### config.mk
export PLATFORM = sky130hd
export DESIGN_NAME = ir_transmitter_flat
export DESIGN_NICKNAME = d
export VERILOG_FILES = /design/src/rtl/ir_tx_if.sv /design/src/rtl/ir_transmitter.sv /design/src/flat_wrapper.sv
export SDC_FILE = /design/constraint.sdc
export NUM_CORES = 1
export LEC_CHECK = 0
export ABC_AREA = 1
export BUFFER_PORTS_ARGS = -buffer_cell sky130_fd_sc_hd__buf_2
export CELL_PAD_IN_SITES_DETAIL_PLACEMENT = 0
export CELL_PAD_IN_SITES_GLOBAL_PLACEMENT = 2
export CORE_MARGIN = 2
export CORE_UTILIZATION = 29
export DETAILED_ROUTE_END_ITERATION = 10
export PLACE_DENSITY = 0.82
export SLEW_MARGIN = 0
export SYNTH_ARGS = -nofsm -noshare
export SYNTH_HDL_FRONTEND = slang
export SYNTH_SLANG_ARGS = --single-unit
### constraint.sdc
create_clock -name clk -period 1.2 [get_ports clk]
set_input_delay 0.12 -clock clk [delete_from_list [all_inputs] [get_ports clk]]
set_output_delay 0.12 -clock clk [all_outputs]
set_load 0.01 [all_outputs]
### src/rtl/ir_tx_if.sv
// ir_tx_if: request/response bundle between the button logic and the IR
// frame encoder.
//   send, b_power, b_blue, b_yellow, b_green, b_red : request side (master drives)
//   irda, code, busy, done                          : encoder status (slave drives)
interface ir_tx_if;
    logic       send;
    logic       b_power;
    logic       b_blue;
    logic       b_yellow;
    logic       b_green;
    logic       b_red;
    logic       irda;
    logic [2:0] code;
    logic       busy;
    logic       done;

    modport master (
        output send, b_power, b_blue, b_yellow, b_green, b_red,
        input  irda, code, busy, done
    );

    modport slave (
        input  send, b_power, b_blue, b_yellow, b_green, b_red,
        output irda, code, busy, done
    );
endinterface

### src/rtl/ir_transmitter.sv
// ir_transmitter: serialises one button press into an IR frame on irda.
// The frame is a low start bit, then the 3-bit button code MSB first, then a
// high guard interval. The line idles high.
// Ports:
//   clk  : clock, rising edge
//   rst  : asynchronous reset, active low
//   tx   : ir_tx_if.slave
//          send + b_* in (sampled in IDLE only)
//          irda / code / busy / done out (all registered)
// Parameters:
//   BIT_CYCLES   : cycles per start/data bit (>= 4)
//   GUARD_CYCLES : high cycles after bit 0 before done (>= 1)
module ir_transmitter #(
    parameter int BIT_CYCLES   = 12,
    parameter int GUARD_CYCLES = 24
) (
    input  logic     clk,
    input  logic     rst,
    ir_tx_if.slave   tx
);

    localparam int MAX_CYCLES = (BIT_CYCLES > GUARD_CYCLES) ? BIT_CYCLES : GUARD_CYCLES;
    localparam int CW         = $clog2(MAX_CYCLES);

    // Reload with count-1 so that each state lasts exactly its parameter count.
    localparam logic [CW-1:0] BIT_RELOAD   = CW'(BIT_CYCLES - 1);
    localparam logic [CW-1:0] GUARD_RELOAD = CW'(GUARD_CYCLES - 1);

    typedef enum logic [2:0] {
        IDLE,
        START,
        BIT2,
        BIT1,
        BIT0,
        GUARD
    } state_t;

    state_t        state_q;
    logic [CW-1:0] cnt_q;
    logic          irda_q;
    logic [2:0]    code_q;
    logic          busy_q;
    logic          done_q;

    // Button priority encoder: power > blue > yellow > green > red.
    logic [2:0] code_d;
    logic       req_valid;

    always_comb begin
        code_d    = 3'b000;
        req_valid = 1'b1;
        if (tx.b_power)       code_d = 3'b001;
        else if (tx.b_blue)   code_d = 3'b100;
        else if (tx.b_yellow) code_d = 3'b110;
        else if (tx.b_green)  code_d = 3'b010;
        else if (tx.b_red)    code_d = 3'b011;
        else                  req_valid = 1'b0;
    end

    logic cnt_zero;
    assign cnt_zero = (cnt_q == '0);

    always_ff @(posedge clk or negedge rst) begin
        if (!rst) begin
            state_q <= IDLE;
            cnt_q   <= '0;
            irda_q  <= 1'b1;
            code_q  <= 3'b000;
            busy_q  <= 1'b0;
            done_q  <= 1'b0;
        end else begin
            done_q <= 1'b0;
            case (state_q)
                IDLE: begin
                    irda_q <= 1'b1;
                    // IDLE includes the done cycle, so back-to-back sends land here.
                    if (tx.send && req_valid) begin
                        state_q <= START;
                        cnt_q   <= BIT_RELOAD;
                        irda_q  <= 1'b0;
                        code_q  <= code_d;
                        busy_q  <= 1'b1;
                    end
                end
                START: begin
                    if (cnt_zero) begin
                        state_q <= BIT2;
                        cnt_q   <= BIT_RELOAD;
                        irda_q  <= code_q[2];
                    end else begin
                        cnt_q <= cnt_q - CW'(1);
                    end
                end
                BIT2: begin
                    if (cnt_zero) begin
                        state_q <= BIT1;
                        cnt_q   <= BIT_RELOAD;
                        irda_q  <= code_q[1];
                    end else begin
                        cnt_q <= cnt_q - CW'(1);
                    end
                end
                BIT1: begin
                    if (cnt_zero) begin
                        state_q <= BIT0;
                        cnt_q   <= BIT_RELOAD;
                        irda_q  <= code_q[0];
                    end else begin
                        cnt_q <= cnt_q - CW'(1);
                    end
                end
                BIT0: begin
                    if (cnt_zero) begin
                        state_q <= GUARD;
                        cnt_q   <= GUARD_RELOAD;
                        irda_q  <= 1'b1;
                    end else begin
                        cnt_q <= cnt_q - CW'(1);
                    end
                end
                GUARD: begin
                    if (cnt_zero) begin
                        state_q <= IDLE;
                        busy_q  <= 1'b0;
                        done_q  <= 1'b1;
                    end else begin
                        cnt_q <= cnt_q - CW'(1);
                    end
                end
                default: begin
                    state_q <= IDLE;
                    cnt_q   <= '0;
                    irda_q  <= 1'b1;
                    busy_q  <= 1'b0;
                end
            endcase
        end
    end

    assign tx.irda = irda_q;
    assign tx.code = code_q;
    assign tx.busy = busy_q;
    assign tx.done = done_q;

endmodule

### src/flat_wrapper.sv
// flat-port wrapper written by rule: the top's interface ports become plain ports
module ir_transmitter_flat 
#(
    parameter int BIT_CYCLES   = 12,
    parameter int GUARD_CYCLES = 24
)
  (clk, rst, tx_send, tx_b_power, tx_b_blue, tx_b_yellow, tx_b_green, tx_b_red, tx_irda, tx_code, tx_busy, tx_done);
  ir_tx_if tx_i ();
  input  logic clk;
  input  logic rst;
  input wire logic [$bits(tx_i.send)-1:0] tx_send;
  input wire logic [$bits(tx_i.b_power)-1:0] tx_b_power;
  input wire logic [$bits(tx_i.b_blue)-1:0] tx_b_blue;
  input wire logic [$bits(tx_i.b_yellow)-1:0] tx_b_yellow;
  input wire logic [$bits(tx_i.b_green)-1:0] tx_b_green;
  input wire logic [$bits(tx_i.b_red)-1:0] tx_b_red;
  output wire logic [$bits(tx_i.irda)-1:0] tx_irda;
  output wire logic [$bits(tx_i.code)-1:0] tx_code;
  output wire logic [$bits(tx_i.busy)-1:0] tx_busy;
  output wire logic [$bits(tx_i.done)-1:0] tx_done;
  assign tx_i.send = tx_send;
  assign tx_i.b_power = tx_b_power;
  assign tx_i.b_blue = tx_b_blue;
  assign tx_i.b_yellow = tx_b_yellow;
  assign tx_i.b_green = tx_b_green;
  assign tx_i.b_red = tx_b_red;
  assign tx_irda = tx_i.irda;
  assign tx_code = tx_i.code;
  assign tx_busy = tx_i.busy;
  assign tx_done = tx_i.done;
  ir_transmitter #(.BIT_CYCLES(BIT_CYCLES), .GUARD_CYCLES(GUARD_CYCLES)) u_core (.clk(clk), .rst(rst), .tx(tx_i));
endmodule
==> impl_metrics.ini, run 1 <==
[grt]
grt-busiest-layer = met2
use_met2_pct = 22.1
grt_pass1_wl_um = 4170
grt.overflow.total = 0
gr-usage-met1_pct = 16.1
grt_max_degree = 15
grt_util_met3_pct = 2.29
antenna_found_initial = 0
grt_use_total_pct = 12.9
grt_pass1_vias = 968

[sta]
fin_crit_ps = 1290
relSlewSlack_pct = 78.2
fin_worst_skew_ps = 3.24
maxClockFrequency_mhz = 778
setup_ws_ps = -86.1
setup_violations = 10
rsz0062_at_grt = true
hold_violations = 0
slew_violations = 0
worstMarginPinSlew_ps = 326
fin_crit_sh_pct = 107

[floorplanning]
die_y_um = 63.9
io_pins = 14
rows = 21
core_area_mm2 = 0.00339
fp.dieW_um = 63.9
dieArea_mm2 = 0.00408
initial_core_util_pct = 30.7

[outcome]
status = complete, but fails checks
violations = negative setup slack

[setup_path]
cp.required_ps = 1380
critPathMaxFanout = 7
worstSetupStartpointType = register
path_cells = inv_2 > ha_4 > nand3_4 > buf_8 > nand2_8 > nand3b_1 > nand2_1 > nand2_1
cp.arrival_ps = 1460
critPathSlowestCell = dfrtp_1
cp_common_cell = nand2_1
crit_buf_inv = 2
cpLargestDelayFamily = flip-flops
path_class = reg -> reg
end_kind = register
cpPeakStageDelay_ps = 400

[routing]
firstDrtPassIters = 4
drc = 0
dr_total_vias = 972
avgRoutedWirePerCell_um = 10.4
wl_um = 2250
via_per_inst = 4.48
detail-route-antenna-nets = 0
drt_iter0_markers = 23

[yosys]
yosys.area.top_type = dfrtp_1
synth_nets = 144
ys_types = 29
syn_area_per_cell_um2 = 7.70
ys_seq_area_share_pct = 33.8
yosysTopAreaCellShare_pct = 31.3
ys.warnings.count = 0
syn_inst = 135
synth_seq_cells = 14
netlist_area_mm2 = 0.00104
ys_top_cells_by_area = dfrtp_1 (31%), nand2_1 (18%), nand3_1 (5.3%), buf_6 (4.3%), nor2_8 (3.9%)

[hold_path]
min_path_type = in -> reg

[final_layout]
drive_gt1_share_pct = 46.2
final_common_cell = nand2_1
layout_common_cells = nand2_1 (44), buf_4 (20), buf_2 (13)
fin_area_mm2 = 0.00144
n_antenna_cell = 0
area_growth_pct = 38.1
nNetsFinal = 181

[run]
cap_viol_max_count = 0

[clock_tree]
cts-root-buf = clkbuf_4
cts.sinks = 14
cts_buffers = 3
clockBufferDepth = 2
clk_latency_ps = 280
cts_tree = yes
cts.htree.levels = 1
clkSlewWorstSetupHoldPaths_ps = 90

[pwr]
post-layout-total-power_mw = 3.78
vdd_ir_drop_max_mv = 0.969
leakage_nw = 0.716
p_per_area_mw_per_mm2 = 2630

[placement]
placedInstanceArea_mm2 = 0.00128
pre_cts_ws_ps = -109
dp.final_hpwl_um = 1820
io_buffers = 13
place.gp.congestion = 0.815
-- worst paths after layout --
check,from,endpoint,slack [ps],cells past startpoint
max,u_core.cnt_q[0]$_DFFE_PN0P_,u_core.tx.busy$_DFFE_PN0P_,-90,8
min,tx_b_power,u_core.tx.code[2]$_DFFE_PN0P_,130,4
min reg2reg,u_core.tx.busy$_DFFE_PN0P_,u_core.tx.busy$_DFFE_PN0P_,490,2
max reg2reg,u_core.cnt_q[0]$_DFFE_PN0P_,u_core.tx.busy$_DFFE_PN0P_,-90,8
min in group asynchronous,rst,u_core.cnt_q[3]$_DFFE_PN0P_,260,2
max in group asynchronous,rst,u_core.tx.irda$_DFFE_PN1P_,650,2
-- Yosys cell counts --
master and n:
a21oi_2 1, xor2_1 1, inv_2 1, dfrtp_1 13, inv_8 1, nor2_8 2
a21oi_1 4, nand4_1 4, buf_6 4, nand2_1 50, nand3_2 2, dfstp_2 1
o21ai_1 2, nand3_1 11, o21ai_2 2, ha_1 1, inv_6 1, nor2_2 3
o21bai_1 1, inv_1 8, nand3b_1 1, nor2_1 9, or2_1 1, nand3_4 1
nand2_4 3, nand2_2 4, nand2_8 1, inv_4 1, a22oi_1 1
-- layer usage --
layer	vias up	part of all wire, %
li1	505	-
met1	445	47
met4	0	1.4
met2	18	49
met5	-	0
met3	4	2.8
-- state kept, by name, indices dropped and copies added (netlist names) --
signal / cells
u_core.cnt_q: 5
u_core.state_q: 3
u_core.tx.code: 3
u_core.tx.busy: 1
u_core.tx.done: 1
u_core.tx.irda: 1
-- cell families after synthesis --
group,count (synthesis),share of synthesized area [%]
AO/OA/AOI/OAI,11,6.86
XOR/XNOR,1,0.843
adder cells (fa/ha/maj),1,1.20
buffers and inverters,16,10.1
flip-flops,14,33.8
AND/OR/NAND/NOR,92,47.2
-- metrics by stage --
| step | TNS (ps) | utilization (%) | std cells | hold slack (ps) |
|---|---|---|---|---|
| detailed placement | -1040 | 37.7 | 209 | 38.7 |
| finish | -655 | 42.4 | 217 | 133 |
| CTS | -547 | 40.2 | 215 | 122 |
| global placement | -766 | 37.7 | 209 | 36.0 |
| global route | -1600 | 42.4 | 217 | 140 |
| floorplan | -20.9 | - | 135 | -176 |
-- layout make-up --
type                    count  area, um2
fillers                   350       1950
flip-flops and latches     14        355
clock buffers               4       36.3
inverters                  12       66.3
multi-input cells         105        669
repair buffers             36        251
well taps                  46       57.6
-- tightest hold or removal path, stage by stage --
cell and delay, ps:
buf_2 100, nor2_1 40, nand2_1 70, nand2_1 50
-- power by group --
group          switching, mW  total [mW]  leakage, nW  internal, mW
registers              0.202       0.906        0.171         0.704
clock network          0.163       0.348       0.0210         0.184
logic                   1.39        2.52        0.524          1.14
-- repair_timing --
action / CTS / global route
hold buffers: 1 / 0
buffers inserted: 1 / 2
endpoints found under the setup margin: 13 / 13
endpoints found under the hold margin: 13 / 0
gates resized for setup: 8 / 14
pin swaps: 5 / 6
(Power assumes the default switching activity.)
==> inputs of run 2 (changes only) <==
Settings changed: SKIP_CTS_REPAIR_TIMING from default to 1.
==> run 2 against run 1 <==
The flow still finishes with violations (negative setup slack). First-iteration DRC count did not move. Clock power barely moved. Maximum frequency fell by 1.1%. Worst setup slack got worse by 14 ps. Via count rose by 0.51%. Sequential share of layout area rose by 0.26 points. Clock skew fell by 0.57 ps. Utilization fell by 0.44 points. Count of clock-buffer cells in the layout did not move. Sequential cell count did not move. Worst hold slack got worse by 0.86 ps.
==> impl_metrics.ini, run 2 (synthesis results as in run 1) <==
[grt]
grt_use_total_pct = 12.8
antenna_found_initial = 0
grt_pass1_vias = 953
grt.overflow.total = 0
grt_max_degree = 15
grt_pass1_wl_um = 4140

[final_layout]
largest_reg_flops = 5
fin_area_mm2 = 0.00142
fin_util_pct = 41.9
multiInputGateArea_um2 = 666
drive_gt1_share_pct = 45.9
ff_latch_area_um2 = 355
n_fill_cell = 351
layout_common_cells = nand2_1 (42), buf_4 (20), buf_2 (13)
nNetsFinal = 180
n_antenna_cell = 0
area_growth_pct = 36.7
final_common_cell = nand2_1
top_register = u_core.cnt_q

[clock_tree]
clockBufferDepth = 2
cts.htree.levels = 1
cts_tree = yes
cts.sinks = 14
clkSlewWorstSetupHoldPaths_ps = 90
cts-root-buf = clkbuf_4
cts_buffers = 3
clk_latency_ps = 280

[setup_path]
cp.required_ps = 1380
crit_path_end = u_core.cnt_q[3]$_DFFE_PN0P_
path_class = reg -> reg
cp_common_cell = nand2_1
cpLargestDelayFamily = flip-flops
r2r_cells = 8
critPathMaxFanout = 7
cp.arrival_ps = 1480
reg2reg_slack_ps = -100
crit_buf_inv = 2
end_kind = register
worstSetupStartpointType = register
r2r_start = u_core.cnt_q[0]$_DFFE_PN0P_
critPathSlowestCell = dfrtp_1
critPathLaunch = u_core.cnt_q[0]$_DFFE_PN0P_
cpPeakStageDelay_ps = 400
cp.depth = 8
rr_endpoint = u_core.cnt_q[3]$_DFFE_PN0P_
path_cells = inv_2 > ha_4 > nand3_4 > buf_8 > nand2_1 > nand3_2 > nand3_1 > nand2_1

[floorplanning]
initial_core_util_pct = 30.7
core_area_mm2 = 0.00339
fp.dieW_um = 63.9
dieArea_mm2 = 0.00408
die_y_um = 63.9
rows = 21
io_pins = 14

[routing]
via_per_inst = 4.52
drc = 0
avgRoutedWirePerCell_um = 10.8
wl_um = 2340
firstDrtPassIters = 4
dr_total_vias = 977
detail-route-antenna-nets = 0
drt_iter0_markers = 23

[pwr]
vdd_ir_drop_max_mv = 0.961
leakage_nw = 0.709
post-layout-total-power_mw = 3.78
p_per_area_mw_per_mm2 = 2660

[placement]
dp.final_hpwl_um = 1820
io_buffers = 13
placedInstanceArea_mm2 = 0.00128
place.gp.congestion = 0.815

[sta]
hold_violations = 0
worstMarginPinSlew_ps = 328
maxClockFrequency_mhz = 769
fin_crit_ps = 1300
relSlewSlack_pct = 78.1
fin_crit_sh_pct = 108
slew_violations = 0
setup_ws_ps = -100
fin_tns_setup_ps = -667
setup_violations = 10
fin_worst_skew_ps = 2.68
rsz0062_at_grt = true

[outcome]
violations = negative setup slack
status = complete, but fails checks

[run]
cap_viol_max_count = 0

[hold_path]
min_path_type = in -> reg
run 2: changes by cell type in the layout (fill, tap and decap cells not counted):
cell      previous run  this run
buf_6                1         0
a22oi_2              1         0
a22oi_1              0         1
nand2_1             44        42
o21ai_2              2         1
nand2_2              9        11
clkinv_4             0         1
inv_6                1         0
o21ai_1              1         2
run 2: routing by layer:
metal	track usage (%)	wire [um]	part of all wire, %	up-vias
met3	2.29	70	3.0	4
met1	16.1	1100	47	448
li1	-	-	-	503
met5	0	0	0	-
met2	21.9	1140	49	22
met4	4.62	32	1.4	0
run 2: cell type report:
cell class,count,area share [%]
Sequential cell,14,25.0
Tap cell,46,4.05
Inverter,12,4.67
Timing Repair Buffer,35,16.9
Clock buffer,4,2.55
Multi-Input combinational cell,105,46.8
run 2: worst min path at each step:
stage          startpoint                             to  slack (ps)  depth (start not counted)
5_1_grt        tx_b_power  u_core.tx.code[0]$_DFFE_PN0P_         140                          3
3_5_place_dp          rst  u_core.tx.code[1]$_DFFE_PN0P_          40                          1
2_1_floorplan         rst    u_core.cnt_q[0]$_DFFE_PN0P_        -180                          0
6_report       tx_b_power  u_core.tx.code[2]$_DFFE_PN0P_         130                          4
3_3_place_gp          rst  u_core.tx.code[2]$_DFFE_PN0P_          40                          1
4_1_cts               rst  u_core.tx.code[1]$_DFFE_PN0P_        -270                          1
run 2: power by group:
part,total [mW],internal [mW],leakage [nW],switching [mW]
logic,2.53,1.14,0.518,1.39
clock network,0.345,0.184,0.0210,0.160
registers,0.908,0.704,0.171,0.204
run 2: worst reg2reg max path, delay by kind of cell, from the launching register on:
family,cells,cell delay [ps]
adder cells (fa/ha/maj),1,160
buffers and inverters,2,260
flip-flops,1,400
AND/OR/NAND/NOR,5,390
run 2: metrics by stage:
| step | setup WS, ps | instances | hold WS (ps) |
|---|---|---|---|
| final | -100 | 216 | 132 |
| after global routing | -175 | 216 | 140 |
| after CTS | -127 | 213 | -274 |
| after detailed placement | -109 | 209 | 38.7 |
| after global placement | -81.8 | 209 | 36.0 |
| after floorplan | -6.99 | 135 | -176 |
==> inputs of run 3 (changes only) <==
Settings changed: CELL_PAD_IN_SITES_DETAIL_PLACEMENT 0 to default, CELL_PAD_IN_SITES_GLOBAL_PLACEMENT 2 to default, CORE_UTILIZATION 29 to 32, HOLD_SLACK_MARGIN from default to 0.06, PLACE_DENSITY 0.82 to 0.6.
==> run 3 against run 2 <==
First-iteration DRC count is 43% higher. The run still ends with negative setup slack left. Non-clock buffer count is 2 lower. Maximum frequency is 2.4% higher. Clock power is 5% higher. Utilization is 4.6 points higher. Global-route usage is 0.99 points higher. Count of clock-buffer cells in the layout stayed put. Critical path type unchanged.
==> impl_metrics.ini, run 3 (synthesis results as in run 1) <==
[routing]
wl_um = 2400
firstDrtPassIters = 4
dr_total_vias = 991
avgRoutedWirePerCell_um = 11.3
drt_iter0_markers = 33
via_per_inst = 4.65
drc = 0
detail-route-antenna-nets = 0

[final_layout]
fin_area_mm2 = 0.00143
nNetsFinal = 179
fin_util_pct = 46.5
area_growth_pct = 37.7
drive_gt1_share_pct = 45.0
n_antenna_cell = 0
largest_reg_flops = 5
layout_common_cells = nand2_1 (43), buf_4 (17), buf_2 (13)
final_common_cell = nand2_1
top_register = u_core.cnt_q

[sta]
worstMarginPinSlew_ps = 340
maxClockFrequency_mhz = 787
relSlewSlack_pct = 77.3
hold_violations = 0
setup_violations = 12
rsz0062_at_grt = true
fin_worst_skew_ps = 3.06
fin_crit_sh_pct = 106
slew_violations = 0
setup_ws_ps = -70.0
fin_crit_ps = 1270

[setup_path]
critPathSlowestCell = dfrtp_1
cp.arrival_ps = 1450
end_kind = register
cp.required_ps = 1380
critPathMaxFanout = 3
r2r_cells = 8
path_cells = inv_2 > ha_4 > buf_6 > xor2_2 > o21ai_1 > nand2_1 > nand2_1 > o21ai_1
path_class = reg -> reg
worstSetupStartpointType = register
cpPeakStageDelay_ps = 380

[pwr]
p_per_area_mw_per_mm2 = 2710
leakage_nw = 0.716
vdd_ir_drop_max_mv = 0.968

[placement]
dp.final_hpwl_um = 1800
io_buffers = 13
place.gp.congestion = 0.794
placedInstanceArea_mm2 = 0.00126

[clock_tree]
cts_buffers = 3
cts.htree.levels = 1
clockBufferDepth = 2
cts_tree = yes
clkSlewWorstSetupHoldPaths_ps = 100
cts.sinks = 14
cts-root-buf = clkbuf_4
clk_latency_ps = 280

[grt]
grt_max_degree = 15
grt_use_total_pct = 13.8
grt_pass1_vias = 965
grt.overflow.total = 0
grt_pass1_wl_um = 3860
antenna_found_initial = 0

[floorplanning]
dieArea_mm2 = 0.00372
die_y_um = 61
io_pins = 14
fp.dieW_um = 61
initial_core_util_pct = 33.8
core_area_mm2 = 0.00308
rows = 20

[outcome]
violations = negative setup slack
status = complete, but fails checks

[hold_path]
min_path_type = in -> reg
whs_path_depth = 4

[run]
cap_viol_max_count = 0
run 3: cell count changes in the layout (fill, tap and decap cells not counted), sizes merged:
cell and change:
buf -2, clkinvlp -1, inv +1, nand3 +1
run 3: routing by layer:
metal	vias to the layer above	GRT usage, %	routed length, um
met2	18	26.7	1280
met5	-	0	0
met3	2	1.92	75
li1	504	-	-
met1	467	15.3	1020
met4	0	4.66	21
run 3: path summary, 6_finish.rpt:
check / start / slack [ps] / end
max: u_core.cnt_q[1]$_DFFE_PN0P_ / -70 / u_core.cnt_q[2]$_DFFE_PN0P_
min: tx_b_power / 120 / u_core.tx.code[2]$_DFFE_PN0P_
max reg2reg: u_core.cnt_q[1]$_DFFE_PN0P_ / -70 / u_core.cnt_q[2]$_DFFE_PN0P_
min reg2reg: u_core.tx.busy$_DFFE_PN0P_ / 490 / u_core.tx.busy$_DFFE_PN0P_
max in group asynchronous: rst / 640 / u_core.tx.irda$_DFFE_PN1P_
min in group asynchronous: rst / 260 / u_core.tx.busy$_DFFE_PN0P_
run 3: where the power goes:
part / switching, mW / internal (mW) / total [mW]
sequential: 0.216 / 0.702 / 0.918
combinational: 1.44 / 1.16 / 2.60
clock: 0.178 / 0.185 / 0.362
total: 1.83 / 2.05 / 3.88
run 3: worst max-delay path: cells and delay by family, from the launching register on:
family	cells	cell delay, ps
buf+inv	2	180
flops	1	380
simple gates	2	140
xor+xnor	1	170
fa+ha+maj	1	170
compound gates	2	130
run 3: layout make-up:
cell class / count / area (um2)
Clock buffer: 4 / 36.3
Fill cell: 306 / 1650
Inverter: 12 / 62.6
Multi-Input combinational cell: 106 / 698
Sequential cell: 14 / 354
Tap cell: 44 / 55.1
Timing Repair Buffer: 33 / 225
run 3: stage by stage:
stage               TNS, ps  total power, mW  std cells  worst slack (ps)  hold WS [ps]
global placement      -1280             3.10        205              -139          40.2
CTS                   -2080             3.51        209              -210          -273
global route          -1250             4.20        213              -135           147
detailed placement    -1870             3.14        205              -195          43.8
floorplan             -20.9             2.55        135             -6.99          -176
finish                 -431             3.88        213             -70.0           115
